$ cat config.mk
export PLATFORM = sky130hd
export DESIGN_NAME = dmg_timer_cnt
export DESIGN_NICKNAME = d
export VERILOG_FILES = /design/src/rtl/dmg_timer_cnt.sv
export SDC_FILE = /design/constraint.sdc
export NUM_CORES = 1
export LEC_CHECK = 0
export ABC_AREA = 0
export CAP_MARGIN = 0
export CORE_ASPECT_RATIO = 1.25
export CORE_UTILIZATION = 40
export CTS_CLUSTER_SIZE = 10
export DETAILED_ROUTE_END_ITERATION = 12
export PLACE_DENSITY_LB_ADDON = 0.2
export SLEW_MARGIN = 20
export SYNTH_ARGS = -nofsm -noshare
export SYNTH_HDL_FRONTEND = slang
export SYNTH_SLANG_ARGS = --single-unit
$ cat constraint.sdc
create_clock -name clk -period 2.56 [get_ports clk]
set_input_delay 0.256 -clock clk [delete_from_list [all_inputs] [get_ports clk]]
set_output_delay 0.256 -clock clk [all_outputs]
set_load 0.02 [all_outputs]
$ cat src/rtl/dmg_timer_cnt.sv
// Prescaled reload counter: a free-running divider, a selectable divider tap
// feeding a counter, and a modulo reload that lands two edges after overflow.
module dmg_timer_cnt #(
    parameter int unsigned CNT_WIDTH = 8,
    parameter int unsigned DIV_WIDTH = 16,
    parameter int unsigned TAP0      = 9,
    parameter int unsigned TAP1      = 3,
    parameter int unsigned TAP2      = 5,
    parameter int unsigned TAP3      = 7
) (
    input  logic                 clk,
    input  logic                 res,
    input  logic                 div_rst,
    output logic [DIV_WIDTH-1:0] div_q,
    input  logic                 cnt_ena,
    input  logic [1:0]           tap_sel,
    input  logic                 cnt_wr,
    input  logic [CNT_WIDTH-1:0] cnt_d,
    input  logic                 mod_wr,
    input  logic [CNT_WIDTH-1:0] mod_d,
    output logic [CNT_WIDTH-1:0] cnt_q,
    output logic [CNT_WIDTH-1:0] mod_q,
    output logic                 ovf_irq,
    output logic                 reload_busy
);

    localparam int unsigned IW = (DIV_WIDTH > 1) ? $clog2(DIV_WIDTH) : 1;
    localparam logic [IW-1:0] TAP0_IDX = IW'(TAP0);
    localparam logic [IW-1:0] TAP1_IDX = IW'(TAP1);
    localparam logic [IW-1:0] TAP2_IDX = IW'(TAP2);
    localparam logic [IW-1:0] TAP3_IDX = IW'(TAP3);
    localparam logic [CNT_WIDTH-1:0] CNT_MAX = '1;

    typedef enum logic [1:0] {
        RUN    = 2'd0,
        OVF    = 2'd1,
        RELOAD = 2'd2
    } state_t;

    state_t               state;
    state_t               state_nxt;
    logic [CNT_WIDTH-1:0] cnt_nxt;
    logic                 tap_bit;
    logic                 tick;
    logic                 tick_prev;
    logic                 inc;

    always_ff @(posedge clk or posedge res) begin
        if (res) begin
            div_q <= '0;
        end else if (div_rst) begin
            div_q <= '0;
        end else begin
            div_q <= div_q + DIV_WIDTH'(1);
        end
    end

    always_comb begin
        tap_bit = 1'b0;
        case (tap_sel)
            2'd0:    tap_bit = div_q[TAP0_IDX];
            2'd1:    tap_bit = div_q[TAP1_IDX];
            2'd2:    tap_bit = div_q[TAP2_IDX];
            default: tap_bit = div_q[TAP3_IDX];
        endcase
    end

    // Any falling edge of the gated tap counts, including ones caused by
    // div_rst, cnt_ena dropping or a tap_sel change.
    assign tick = cnt_ena & tap_bit;
    assign inc  = tick_prev & ~tick;

    always_ff @(posedge clk or posedge res) begin
        if (res) begin
            tick_prev <= 1'b0;
        end else begin
            tick_prev <= tick;
        end
    end

    always_ff @(posedge clk or posedge res) begin
        if (res) begin
            mod_q <= '0;
        end else if (mod_wr) begin
            mod_q <= mod_d;
        end
    end

    always_ff @(posedge clk or posedge res) begin
        if (res) begin
            state <= RUN;
            cnt_q <= '0;
        end else begin
            state <= state_nxt;
            cnt_q <= cnt_nxt;
        end
    end

    always_comb begin
        state_nxt = state;
        cnt_nxt   = cnt_q;
        case (state)
            RUN: begin
                if (cnt_wr) begin
                    cnt_nxt = cnt_d;
                end else if (inc) begin
                    if (cnt_q == CNT_MAX) begin
                        cnt_nxt   = '0;
                        state_nxt = OVF;
                    end else begin
                        cnt_nxt = cnt_q + CNT_WIDTH'(1);
                    end
                end
            end
            OVF: begin
                // A write during the zero cycle wins and cancels the reload.
                if (cnt_wr) begin
                    cnt_nxt   = cnt_d;
                    state_nxt = RUN;
                end else begin
                    cnt_nxt   = mod_wr ? mod_d : mod_q;
                    state_nxt = RELOAD;
                end
            end
            RELOAD: begin
                if (mod_wr) begin
                    cnt_nxt = mod_d;
                end
                state_nxt = RUN;
            end
            default: begin
                state_nxt = RUN;
            end
        endcase
    end

    always_comb begin
        ovf_irq     = 1'b0;
        reload_busy = 1'b0;
        if (state == RELOAD) begin
            ovf_irq = 1'b1;
        end
        if (state != RUN) begin
            reload_busy = 1'b1;
        end
    end

endmodule

Yosys cells after proc, flatten, opt, wreduce, memory -nomap -nowiden
Index checks and enable logic that the tools add are counted.
Operators by class
  shift operators: 0
  bitwise logic cells: 3
  add/sub/neg operators: 2
  multipliers: 0
  equality and inequality tests: 10
  divide/modulo/power cells: 0
  multiplexer cells: 16
  magnitude comparators: 0
  reductions and logical operators: 6
Operators with widths (number)
  $mux 8: 6
  $pmux 8 s3: 1
  $add 16x1->16 const B: 1
  $mux 16: 1
  $add 8x1->8 const B: 1
  $eq 8x8->1 const B: 1
  $mux 2: 4
  $ne 2x2->1 const B: 4
  $reduce_and 3->1: 2
  $eq 2x1->1 const B: 2
  $eq 2x2->1 const B: 2
  $logic_not 2->1: 2
  $pmux 2 s2: 1
  $ne 3x3->1 const B: 1
  $pmux 1 s3: 1
  $reduce_bool 3->1: 1
  $and 1x1->1: 2
  $mux 1: 2
  $reduce_bool 2->1: 1
  $not 1->1: 1
Word-level totals
  bits in registers: 35
  input bits: 24
  bits in writable memories: 0
  output and inout port bits: 34
  latch bits: 0
  memories: 0
  bits in read-only memories: 0
  word-level logic and storage cells: 42

Depth between registers and ports, before layout
  depth after elaboration: 8
  gate-level depth with buffers: 8
  mapped depth without buffers: 7

Worst setup path after synthesis
No wires, ideal clock.
  kind: register to register
  start: register state[0]
  end: register cnt_q[3]
  buffers on the path: 2
  arrival: 1821 ps
  required time: 2440 ps
  path slack: 619 ps
  setup time: 120 ps
  period minus slack after synthesis: 1941 ps
  stages on the path, launching flop included: 8
  path through: dfrtp_1 > inv_1 > ha_1 > buf_1 > nor2b_1 > a311o_4 > buf_6 > o22a_2
On the way
  word-level cells in the longest chain between the ends: 3
  elaborated cells between the ends (all ways): 8
  classes of those cells: eq/ne: 4; mux: 1; reduce/logical: 3
RTL lines
  from (decl): line 40  | state_t state;
  from (signal assigned): line 94  | state <= state_nxt;
  $eq 2x2->1, or another cell as far along: line 102  | case (state)
  $ne 2x2->1 (no line), or another cell as far along
  $reduce_and 3->1 (no line)
  to (signal assigned): line 95  | cnt_q <= cnt_nxt;
  to (decl): line 21  | output logic [CNT_WIDTH-1:0] cnt_q,
Several ways; a longest one is shown, not always the timed one.
A chain may end at the register's enable or synchronous reset.

Worst setup path in the final report
  start: register state[0]
  end: output port ovf_irq
On the way
  word-level cells in the longest chain between the ends: 2
RTL lines
  $eq 2x2->1: line 140  | if (state == RELOAD) begin
  $mux 1: line 140
  to (decl): line 23  | output logic ovf_irq,
No other way between the ends.

==> Flow_metrics.wiki <==
{| class="wikitable"
! Metric !! Value
|-
| Ys async rst share || 1.00
|-
| Net count of the finished layout || roughly 300
|-
| Initial standard-cell utilization of the core || 0.419
|-
| Synthesis warning total || 0
|-
| Mean instance size in the synthesized netlist || 9.65 um2
|-
| Post-synthesis cell type with the largest combined area || dfrtp_1
|-
| Synth unique cells || 47
|-
| Die X-Extent || 65.2 um
|-
| Clock tree from TritonCTS || done
|-
| DP HPWL || between 3000 and 4000 um
|-
| Final Cycle Share || 0.841
|-
| Share of total power in sequential cells || 0.485
|-
| Number of instances in the synthesized netlist || 207
|-
| Flip-flop and latch count after synthesis || 35
|-
| Worst hold-check path type || input pin to async pin
|-
| CTS H-tree lvls || 2
|-
| Synthesized netlist net count || 237
|-
| Peak supply drop || about 0.4 mV
|-
| Path depth of the worst reg2reg path || 5
|-
| Most frequent cells after synthesis || 35 x dfrtp_1, 23 x nor2_1, 16 x nand2_1
|-
| Critical Path Start Type || flop
|-
| Required arrival time at the worst endpoint || roughly 2300 ps
|-
| Clock Skews || just over 7 ps
|-
| Vias in the first global route || 1715
|-
| Antenna diode count || 0
|-
| CTS Buf Count || 5
|-
| Area share of the largest cell type after synthesis || 0.438
|-
| CTS root buf || clkbuf_8
|-
| Fin worst setup slack || 407 ps
|-
| Sequential area share after synthesis || 0.438
|-
| Maximum fanout along the worst path || 10
|-
| Clock buffer depth || 2
|-
| Most area-consuming cells after synthesis || dfrtp_1 44%, mux2_2 4.5%, nor2_1 4.3%
|-
| Post-cts gate resize count || 0
|-
| Max Clk Rate || 0.464 GHz
|-
| Overall Global Routing Usage || 0.202
|-
| Max-capacitance violation count || 0
|-
| Area added between synthesis and finish || 35.3%
|-
| Height of the chip || 81.0 um
|-
| Layout cells sized above 1 || 0.0865
|-
| Total negative slack || 0 ps
|-
| Total internal power || 927 uW
|-
| CTS Sinks || 35
|-
| Final count of pins violating max slew || 0
|-
| Via Count || roughly 1800
|-
| Setup-violating endpoint count in the final report || 0
|-
| Remaining number of nets flagged by the antenna check after routing || 0
|-
| IO buf count || 57
|-
| Routed wirelength normalized by instance count || approximately 15 um
|-
| WL final || 4810 um
|-
| Critical path class || flop to output pin
|-
| Post-Place Setup Slack || 327 ps
|-
| Slew headroom || 0.607
|-
| Slew @ Worst Pin || 588 ps
|-
| Part of the total power dissipated in the clock network || 0.295
|-
| Area of the die || 0.00528 mm2
|-
| Routed vias/inst || about 5.5
|-
| Standard-cell row count || 28
|-
| Top FF cell, synth || dfrtp_1
|-
| Most frequent cell after synthesis || dfrtp_1
|-
| Destination of the worst register-to-register timing path || cnt_q[5]
|-
| Critical path arrival || 1900 ps
|-
| Final min period || 2150 ps
|-
| Cell with the biggest individual delay on the critical path || clkdlybuf4s50_1
|-
| First-pass GRT wire length || 8080 um
|-
| Slowest stage delay, CP || 690 ps
|-
| Pin count of the biggest net entering global routing || 36
|-
| Later-pin clock latency in the skew report || 290 ps
|-
| Clk slew on worst S/H paths || 70 ps
|-
| Unrepaired setup endpoints after global routing || no
|-
| Worst-path cell chain || inv_1 -> ha_1 -> clkdlybuf4s50_1
|-
| Overall overflow remaining after global route || 0
|-
| Iteration-0 DRC Markers || 72
|-
| Layout fillers || 480
|-
| Synthesized cell area || around 0.002 mm2
|-
| Number of synthesized flops with an enable pin || 0
|-
| Detailed-routing iteration count for the pre-antenna-repair pass || 4
|-
| Post-detailed-route DRC marker count || 0
|-
| Switching power summed over all nets || 382 uW
|-
| Number of antenna violations at the first check in global routing || 0
|-
| Standby leakage power || 1.07 nW
|-
| Total power density per cell area || approximately 480 mW/mm2
|-
| Minimum setup slack among reg-to-reg paths || 560 ps
|-
| Core box area || 0.00476 mm2
|-
| Combinational share of power || 0.219
|-
| Proportion of total power due to net switching || 0.292
|-
| Critical R2R Launch || state[0]
|-
| Gpl congestion || 0.847
|-
| Run status || complete, no violations
|-
| Worst Setup End Kind || output pin
|-
| CTS Hold Bufs || 0
|-
| Top-Level Pins || just under 60
|-
| Total count of hold-check failures in the final report || 0
|-
| Number of buffers inserted to repair setup after CTS || 0
|}
-- per-stage QoR --
step	hold slack [ps]	std cells	total power, mW	area (um2)	util
2_1_floorplan	322	207	0.784	2000	-
3_3_place_gp	514	318	0.932	2620	0.550
3_5_place_dp	515	318	0.932	2620	0.550
4_1_cts	399	326	1.32	2700	0.567
5_1_grt	423	326	1.37	2700	0.567
6_report	378	326	1.31	2700	0.567
-- routing by layer --
metal	global-route usage	wire, um	vias to the layer above
met4	0.0739	54	0
met3	0.0393	223	5
met1	0.254	2160	865
met2	0.340	2370	58
li1	-	-	865
met5	0	0	-
-- worst max-delay path: cells and delay by family (launching register included) --
kind	cells	cell delay [ps]
DFF	1	420
buffers and inverters	2	790
adders and majority gates	1	410
-- cell usage in the layout (no fill, tap or decap), types with 5 or more instances in the layout --
cell type and n:
nand3_1 13, ha_1 6, mux2_2 8, xor2_1 8, o21ai_0 7, nor2_1 23
dfrtp_1 35, nand2b_1 6, nand2_1 16, xnor2_1 6, a21oi_1 8, clkdlybuf4s50_1 57
inv_1 9, clkbuf_8 5
-- final cells by class --
cell class | instances | area [um2] | area share
inverter | 9 | 33.8 | 0.0125
sequential | 35 | 876 | 0.324
clock buffer | 7 | 76.3 | 0.0282
multi-input combinational | 154 | 1040 | 0.386
tap | 60 | 75.1 | 0.0278
timing repair buffer | 60 | 593 | 0.219
clock inverter | 1 | 5.00 | 0.00185
-- worst max-delay path by stage --
stage                    start        to
finish                state[0]   ovf_irq
global route          state[0]   ovf_irq
CTS                   state[0]   ovf_irq
detailed placement  tap_sel[0]  cnt_q[5]
global placement    tap_sel[0]  cnt_q[5]
floorplan             state[0]  cnt_q[3]
-- registers in the layout, summed over array words and instances, names as in the netlist --
| name | flops |
|---|---|
| div_q | 16 |
| cnt_q | 8 |
| mod_q | 8 |
| state | 2 |
| tick_prev | 1 |
-- cell families (layout without fill, tap and decap cells) --
group,after synthesis,after routing,share of synthesized area
xor+xnor,14,14,0.0614
mux,11,11,0.0601
flops,35,35,0.438
simple gates,76,76,0.182
compound gates,47,47,0.182
fa+ha+maj,6,6,0.0376
buf+inv,18,77,0.0388
-- power by group through the flow --
stage | sequential (mW) | combinational, mW | clock (mW)
after detailed placement | 0.644 | 0.288 | 0
after global placement | 0.646 | 0.286 | 0
after CTS | 0.635 | 0.289 | 0.401
after floorplan | 0.680 | 0.104 | 0
final | 0.636 | 0.287 | 0.387
after global routing | 0.641 | 0.311 | 0.421
(Power assumes the default switching activity.)
==> RTL change, RTL diff (config.mk and constraints unchanged) <==
Register the inputs `cnt_ena`, `tap_sel`, `cnt_wr`, `cnt_d`, `mod_wr` and `mod_d` before use, with the module's reset. The logic sees them one clock later.
--- a/src/rtl/dmg_timer_cnt.sv
+++ b/src/rtl/dmg_timer_cnt.sv
@@ -37,6 +37,31 @@
         RELOAD = 2'd2
     } state_t;
 
+    logic cnt_ena_q;
+    logic [1:0] tap_sel_q;
+    logic cnt_wr_q;
+    logic [CNT_WIDTH-1:0] cnt_d_q;
+    logic mod_wr_q;
+    logic [CNT_WIDTH-1:0] mod_d_q;
+
+    always_ff @(posedge clk or posedge res) begin
+        if (res) begin
+            cnt_ena_q <= '0;
+            tap_sel_q <= '0;
+            cnt_wr_q  <= '0;
+            cnt_d_q   <= '0;
+            mod_wr_q  <= '0;
+            mod_d_q   <= '0;
+        end else begin
+            cnt_ena_q <= cnt_ena;
+            tap_sel_q <= tap_sel;
+            cnt_wr_q  <= cnt_wr;
+            cnt_d_q   <= cnt_d;
+            mod_wr_q  <= mod_wr;
+            mod_d_q   <= mod_d;
+        end
+    end
+
     state_t               state;
     state_t               state_nxt;
     logic [CNT_WIDTH-1:0] cnt_nxt;
@@ -57,7 +82,7 @@
 
     always_comb begin
         tap_bit = 1'b0;
-        case (tap_sel)
+        case (tap_sel_q)
             2'd0:    tap_bit = div_q[TAP0_IDX];
             2'd1:    tap_bit = div_q[TAP1_IDX];
             2'd2:    tap_bit = div_q[TAP2_IDX];
@@ -67,7 +92,7 @@
 
     // Any falling edge of the gated tap counts, including ones caused by
     // div_rst, cnt_ena dropping or a tap_sel change.
-    assign tick = cnt_ena & tap_bit;
+    assign tick = cnt_ena_q & tap_bit;
     assign inc  = tick_prev & ~tick;
 
     always_ff @(posedge clk or posedge res) begin
@@ -81,8 +106,8 @@
     always_ff @(posedge clk or posedge res) begin
         if (res) begin
             mod_q <= '0;
-        end else if (mod_wr) begin
-            mod_q <= mod_d;
+        end else if (mod_wr_q) begin
+            mod_q <= mod_d_q;
         end
     end
 
@@ -101,8 +126,8 @@
         cnt_nxt   = cnt_q;
         case (state)
             RUN: begin
-                if (cnt_wr) begin
-                    cnt_nxt = cnt_d;
+                if (cnt_wr_q) begin
+                    cnt_nxt = cnt_d_q;
                 end else if (inc) begin
                     if (cnt_q == CNT_MAX) begin
                         cnt_nxt   = '0;
@@ -114,17 +139,17 @@
             end
             OVF: begin
                 // A write during the zero cycle wins and cancels the reload.
-                if (cnt_wr) begin
-                    cnt_nxt   = cnt_d;
+                if (cnt_wr_q) begin
+                    cnt_nxt   = cnt_d_q;
                     state_nxt = RUN;
                 end else begin
-                    cnt_nxt   = mod_wr ? mod_d : mod_q;
+                    cnt_nxt   = mod_wr_q ? mod_d_q : mod_q;
                     state_nxt = RELOAD;
                 end
             end
             RELOAD: begin
-                if (mod_wr) begin
-                    cnt_nxt = mod_d;
+                if (mod_wr_q) begin
+                    cnt_nxt = mod_d_q;
                 end
                 state_nxt = RUN;
             end
Formal check against the unedited RTL: not equivalent (a bounded check fails within 4 cycles, from zero or initial values).
==> RTL change against the unedited design <==
Wire length increased by 17%; cell count increased by 10%; die area increased by 27%; sequential cell count increased by 21; fmax decreased by 0.83%; worst setup slack got worse by 0.018 ns; power increased by 42%; final area increased by 21%; area after synthesis increased by 28%; critical path type unchanged; highest routed layer unchanged.
==> RTL change: results (changes against the unedited design) <==
max_stage_delay_ns: 0.72  # +0.03 ns
clk_pin_slew_ns: 0.10  # +0.03 ns
hpwl_mm: 4.178  # +20%
antenna_found_initial: 0  # unchanged
finalNetCount: 304  # +3.1%
routedWlPerCell_um: 15.60  # +5.7%
fin_worst_skew_ns: 0.004345  # -0.002877 ns
place.gp.congestion: 0.8831  # +4.3%
grt_max_degree: 30  # -17%
crit_family: "buffers and inverters"
tightest_slew_ns: 0.6189  # +0.03130 ns
fill_cells: 590  # +23%
grt_usage_pct: 17.92  # -2.2 points
cts_buffers: 5  # unchanged
ir_worst_vdd_mv: 0.2218  # -44%
synth.avg_cell_area_um2: 11.65  # +21%
leakage_nw: 1.355  # +26%
grt_pass1_wl_mm: 9.170  # +14%
dp.cells: 352  # +11%
vias_per_cell: 5.381  # -2.2%
synth_area_leaders: "dfrtp_1 (55%), xor2_1 (3.4%), mux2_2 (3.1%)"
syn_nets: 249  # +5.1%
worst_hold_path_type: "input port to async pin"
drive_gt1_share_pct: 9.091  # +0.44 points
io_buffers: 57  # unchanged
ys_types: 47  # unchanged
status: "finished clean"
grt_pass1_vias: 1914  # +12%
first_iter_violations: 148  # +110%
pre_cts_slack_ns: 0.5231  # +0.1958 ns
drt_wl_total_mm: 5.615  # +17%
ys_seq_area_share_pct: 54.93  # +11 points
yosys_warnings: 0  # unchanged
critPathArrivalTime_ns: 1.92  # +0.02 ns
==> RTL change: changes by cell type after synthesis, sizes merged, moves of 3 or more <==
| cell | before | now |
|---|---|---|
| a22o | 0 | 5 |
| and2 | 0 | 3 |
| dfrtp | 35 | 56 |
| mux2 | 8 | 11 |
| nand2 | 16 | 10 |
| nand3 | 13 | 10 |
| nand4 | 4 | 7 |
| nor2 | 23 | 14 |
| xnor2 | 6 | 2 |
==> RTL change: worst register-to-register path, cell delays in order (launching register included) <==
cell and delay, ns:
dfrtp_1 0.41, inv_1 0.08, ha_1 0.33, a21oi_1 0.38, o21a_1 0.43, mux2_4 0.33
==> RTL change: final cells by class <==
type	instances	area (um2)	share of cell area [%]
clock buffers	6	82.58	2.515
clock inverters	2	13.76	0.4192
inverters	8	30.03	0.9146
multi-input cells	145	1059	32.24
flip-flops and latches	56	1401	42.68
well taps	85	106.4	3.239
repair buffers	58	590.6	17.99
==> RTL change: logic make-up (layout without fill, tap and decap cells) <==
group	count (synthesis)	in the layout	synth area share, %
compound gates	45	45	13.44
xor+xnor	12	12	4.120
fa+ha+maj	6	6	2.943
buf+inv	18	74	3.580
flops	56	56	54.93
mux	14	14	6.621
simple gates	68	68	14.37
==> RTL change: final timing paths <==
| check | startpoint | end | slack [ns] | depth (start not counted) |
|---|---|---|---|---|
| worst min register to register | div_q[0] | div_q[0] | 0.48 | 1 |
| min in group clk | mod_d[7] | mod_d_q[7] | 0.38 | 1 |
| max in group asynchronous | res | mod_q[2] | 1.66 | 3 |
| worst max-delay path | state[0] | ovf_irq | 0.39 | 3 |
| worst min-delay path | res | div_q[2] | 0.34 | 2 |
| worst max register to register | state[0] | cnt_q[2] | 0.49 | 5 |
==> RTL change: metrics by stage <==
| step | total power, W | area, um2 | utilization [%] |
|---|---|---|---|
| CTS | 0.001872 | 3283 | 53.25 |
| finish | 0.001855 | 3283 | 53.25 |
| floorplan | 0.001206 | 2551 | - |
| detailed placement | 0.001372 | 3187 | 51.68 |
| global placement | 0.001373 | 3187 | 51.68 |
| global route | 0.001940 | 3283 | 53.25 |
==> RTL change: power groups by stage <==
stage               clock network [W]  logic, W  registers (W)
floorplan                           0  0.000148        0.00106
global placement                    0  0.000339        0.00103
detailed placement                  0  0.000340        0.00103
CTS                          0.000517  0.000341        0.00102
global route                 0.000550  0.000366        0.00102
finish                       0.000500  0.000339        0.00102
==> RTL change: metal layers <==
| metal | global-route usage (%) | vias up | share of wire (%) |
|---|---|---|---|
| met3 | 4.218 | 15 | 5.4 |
| met2 | 29.78 | 77 | 50 |
| li1 | - | 908 | - |
| met5 | 0 | - | 0 |
| met4 | 7.051 | 0 | 2.7 |
| met1 | 22.17 | 937 | 42 |
